File: config.mk
export PLATFORM = sky130hd
export DESIGN_NAME = multiply_add
export DESIGN_NICKNAME = d
export VERILOG_FILES = /design/src/rtl/multiply_add.sv
export SDC_FILE = /design/constraint.sdc
export NUM_CORES = 1
export LEC_CHECK = 0
export ABC_AREA = 1
export BUFFER_PORTS_ARGS = -buffer_cell sky130_fd_sc_hd__buf_2
export CAP_MARGIN = 10
export CORE_MARGIN = 2
export CORE_UTILIZATION = 55
export DETAILED_ROUTE_END_ITERATION = 10
export PLACE_DENSITY = 0.84
export SYNTH_ARGS = -nofsm -noshare
export SYNTH_HDL_FRONTEND = slang
export SYNTH_SLANG_ARGS = --single-unit
File: constraint.sdc
create_clock -name clk -period 4 [get_ports clk]
set_input_delay 0.2 -clock clk [delete_from_list [all_inputs] [get_ports clk]]
set_output_delay 0.2 -clock clk [all_outputs]
set_load 0.02 [all_outputs]
File: src/rtl/multiply_add.sv
// Sequential signed multiply-add: A = B*Q + R, one multiplier bit per cycle.
// Optional overflow flag enabled with `define MULTIPLY_ADD_OVF_EN.
module multiply_add #(
  parameter int WIDTH = 32
) (
  input  logic                      clk,
  input  logic                      rst,
  input  logic signed [WIDTH-1:0]   Q,
  input  logic signed [WIDTH-1:0]   B,
  input  logic signed [WIDTH-1:0]   R,
  input  logic                      start,
  output logic signed [2*WIDTH-1:0] A,
  output logic                      busy,
  output logic                      done,
  output logic                      ovf
);

  localparam int CW = $clog2(WIDTH) + 1;

  typedef enum logic [1:0] {IDLE, RUN, FIX, DONE} state_t;

  state_t                   state;
  logic [2*WIDTH-1:0]       mcand;
  logic [2*WIDTH-1:0]       acc;
  logic [WIDTH-1:0]         mplier;
  logic signed [WIDTH-1:0]  r_q;
  logic                     sign;
  logic [CW-1:0]            cnt;
  logic [WIDTH-1:0]         q_mag;
  logic [WIDTH-1:0]         b_mag;
  logic [2*WIDTH-1:0]       res;

  // Unsigned W-bit magnitudes keep -2^(W-1) exact as 2^(W-1).
  assign q_mag = Q[WIDTH-1] ? $unsigned(-Q) : $unsigned(Q);
  assign b_mag = B[WIDTH-1] ? $unsigned(-B) : $unsigned(B);
  assign res   = (sign ? -acc : acc) + {{WIDTH{r_q[WIDTH-1]}}, r_q};

  always_ff @(posedge clk or negedge rst) begin
    if (!rst) begin
      state  <= IDLE;
      mcand  <= '0;
      acc    <= '0;
      mplier <= '0;
      r_q    <= '0;
      sign   <= 1'b0;
      cnt    <= '0;
      A      <= '0;
      busy   <= 1'b0;
      done   <= 1'b0;
    end else begin
      done <= 1'b0;
      case (state)
        IDLE: if (start) begin
          mcand  <= {{WIDTH{1'b0}}, q_mag};
          mplier <= b_mag;
          r_q    <= R;
          sign   <= Q[WIDTH-1] ^ B[WIDTH-1];
          acc    <= '0;
          cnt    <= '0;
          busy   <= 1'b1;
          state  <= RUN;
        end
        RUN: begin
          if (mplier[0]) acc <= acc + mcand;
          mcand  <= mcand << 1;
          mplier <= mplier >> 1;
          cnt    <= cnt + 1'b1;
          if (cnt == CW'(WIDTH-1)) state <= FIX;
        end
        FIX: begin
          A     <= res;
          state <= DONE;
        end
        DONE: begin
          done  <= 1'b1;
          busy  <= 1'b0;
          state <= IDLE;
        end
        default: state <= IDLE;
      endcase
    end
  end

`ifdef MULTIPLY_ADD_OVF_EN
  logic ovf_q;
  // Result fits in WIDTH signed bits only if the top W+1 bits are a pure sign run.
  always_ff @(posedge clk or negedge rst) begin
    if (!rst)              ovf_q <= 1'b0;
    else if (state == FIX) ovf_q <= !((&res[2*WIDTH-1:WIDTH-1]) || !(|res[2*WIDTH-1:WIDTH-1]));
  end
  assign ovf = ovf_q;
`else
  assign ovf = 1'b0;
`endif

endmodule

==> flow_summary.json <==
{
  "endpoint_kind": "flip-flop",
  "slew_viol_final": 0,
  "antenna_found_initial": 1,
  "syn_area_per_cell_sq_um": 5.84,
  "netlist_area_sq_um": 26100,
  "hpwl_microns": 69000,
  "yosys_warnings": 0,
  "clkTransAtPathRegs_ps": 60,
  "cts_tree": "built",
  "synth_seq_area_share_pct": 25.6,
  "final_layout_size_suffix_gt1_share_pct": 8.08,
  "nFillCells": 4608,
  "cts.sinks": 267,
  "regArea_sq_um": 6680,
  "critical_path_class": "flip-flop to flip-flop",
  "final_util_pct": 62.6,
  "overflow": 0,
  "synth_edf_count": 0,
  "synth.distinct_cells": 51,
  "hold_violations": 0,
  "antenna_left": 0,
  "grt_pass1_wl_microns": 141000,
  "p_per_area_nw_per_um2": 1010,
  "whs_ps": 12.9,
  "tns_ps": 0,
  "dieArea_sq_um": 49200,
  "vias": 28300,
  "slowest_stage": "dfrtp_1",
  "p_int_uw": 12600,
  "grt_util_all_layers_pct": 35.8,
  "skew_ps": 16.5,
  "synthesis.instances": 4473,
  "grt_pass1_vias": 26900,
  "finalCritPeriodShare_pct": 93.6,
  "start_util_pct": 55.8,
  "cts_buffers": 34,
  "core_area_sq_um": 46800,
  "die_h_microns": 222,
  "met1_usage_pct": 47.0,
  "synth_ff_type": "dfrtp_1",
  "combPwrFrac_pct": 70.9,
  "slowest_delay_ps": 440,
  "synth_top_area_share_pct": 25.6,
  "rows": 79,
  "grt_busiest_layer": "met2",
  "maxCapViolCount": 0,
  "async_reset_ff_share_pct": 100,
  "crit_top_cell": "nand2_1",
  "totalWireLength_microns": 87900,
  "multi_input_area_sq_um": 16100,
  "chipWidth_microns": 222,
  "cts-root-buf": "clkbuf_16",
  "viasPerCell": 5.34,
  "antenna_cells": 0,
  "drt_iter0_drc": 2312,
  "final_nets": 4913,
  "drt-pass1-iter-count": 6,
  "grt_max_degree": 102,
  "finalCriticalPeriod_ps": 3740,
  "p_total_uw": 29600,
  "worstMarginPinSlew_ps": 1080,
  "post-synth-top-area-cell": "dfrtp_1",
  "ir_drop_uv": 468,
  "relSlewSlack_pct": 28.2,
  "clkLatencyLatePin_ps": 560,
  "use_met2_pct": 59.4,
  "switching_share_pct": 57.2,
  "rsz0062_at_grt": "true",
  "status": "finished clean",
  "power_frac_clock_pct": 11.5,
  "post_drt_wl_per_cell_microns": 16.6,
  "gp_congestion": 0.989,
  "h-tree-depth": 2,
  "cp-start-kind": "flip-flop",
  "numPortBuffers": 164,
  "required_ps": 4440,
  "clockBufferDepth": 3,
  "use_met3_pct": 3.83,
  "worstPathMaxFanout": 6,
  "p_leak_uw": 0.0171,
  "fmax_ghz": 0.267,
  "power_frac_seq_pct": 17.6,
  "synth_nets": 4722,
  "net-switching-power_uw": 16900,
  "io_pins": 166,
  "synth_area_leaders": "dfrtp_1 26%, nand2_1 25%, inv_1 11%",
  "area_growth_pct": 12.1,
  "worstPathArrival_ps": 4190,
  "ys_ff_latch": 267,
  "setup_viol_count_final": 0,
  "hp-class": "input port to flip-flop",
  "drc": 0
}
cell usage in the layout, fill, tap and decap left out, drive strengths merged, types with 2 or more instances in the layout:
cell type    Yosys  final
dlygate4sd3      0     42
nor3b            3      3
bufinv           0      5
clkinvlp         0      5
nand2         1778   1778
inv            808    810
ha             148    148
xor2            69     69
and2             4      4
nor3            60     60
buf             36    195
clkbuf          46     46
o21ai          195    195
nor4             9      9
o211ai          20     20
clkinv           1      3
o31ai            7      7
xnor2           37     37
o21bai           7      7
fa               2      2
dfrtp          267    267
nand3b          27     27
o21a             3      3
or2              8      8
a21oi          209    209
nor2           421    421
a21o             2      2
o22ai           38     38
nand4           37     37
nand3          224    224
synth_stat cells, types with 3 or more instances:
cell	count
nand2_1	1750
inv_1	789
nor2_1	377
dfrtp_1	267
nand3_1	215
a21oi_1	206
o21ai_0	158
ha_1	148
xor2_1	69
nor3_1	53
clkbuf_1	45
nor2_2	41
o22ai_1	38
xnor2_1	37
nand4_1	36
o21ai_1	32
nand2_2	27
nand3b_1	27
buf_2	26
o211ai_1	20
inv_2	19
nor4_1	9
nand3_2	7
nor3_2	7
o21bai_1	7
o31ai_1	7
buf_1	6
or2_2	6
o21ai_2	5
and2_1	4
buf_4	4
nor2_4	3
nor3b_1	3
o21a_1	3
stage by stage:
step                      cell area (sq um)  setup slack (ps)  instances
final                                 29300               255       5295
after global routing                  29300             -46.7       5295
after CTS                             29200               233       5295
after detailed placement              27600               266       5193
after global placement                27600               311       5193
after floorplan                       26100              1020       4473
state kept, by name (all words and copies together) (netlist names):
register / count
sign: 1
mplier: 32
done: 1
busy: 1
cnt: 6
state: 2
A: 64
r_q: 32
acc: 64
mcand: 64
logic make-up (layout without fill, tap and decap cells):
kind of cell	after synthesis	count (layout)	share of synthesized area (%)
adders and majority gates	150	150	7.25
buffers and inverters	891	1106	13.0
DFF	267	267	25.6
other	1	1	0.0144
xor gates and xnor gates	106	106	3.56
and+or+nand+nor	2572	2572	40.5
AOI/OAI and AO/OA	486	486	10.1
metal layers:
metal / part of all wire (%) / wire length (microns)
met1: 43 / 37700
met2: 45 / 39700
met3: 7.0 / 6170
met4: 4.9 / 4310
met5: 0.015 / 13
power groups by stage:
stage	Combinational, uW	Sequential, uW	Clock [uW]
floorplan	14300	5180	0
global placement	20100	5150	0
detailed placement	20400	5180	0
CTS	20500	5160	3420
global route	23300	5330	3500
finish	21000	5220	3390
layout make-up:
cell class | count | area share [%]
clock inverter | 14 | 0.736
clock buffer | 46 | 3.37
tap | 607 | 2.60
sequential | 267 | 22.8
multi-input combinational | 3315 | 54.9
timing repair buffer | 237 | 5.20
inverter | 809 | 10.4
final timing paths:
kind / start / end / slack, ps / depth (start not counted)
max: acc[1] / A[48] / 260 / 25
min: Q[29] / mcand[29] / 10 / 5
max reg2reg: acc[1] / A[48] / 260 / 25
min reg2reg: A[45] / A[45] / 470 / 2
max in group asynchronous: rst / acc[47] / 2690 / 3
min in group asynchronous: rst / A[2] / 250 / 2
repair_timing:
| item | in CTS | in global routing |
|---|---|---|
| hold endpoints to repair | 130 | 0 |
| setup endpoints to repair | 0 | 11 |
| resized for setup | 0 | 3 |
| hold buffers | 42 | 0 |
| buffers inserted | 0 | 0 |
worst max-delay path: cells and delay by family (launching register included):
| family | cells | cell delay, ps |
|---|---|---|
| compound gates | 1 | 140 |
| fa+ha+maj | 2 | 530 |
| buf+inv | 4 | 450 |
| flops | 1 | 440 |
| simple gates | 18 | 2090 |
(Power assumes the default switching activity.)
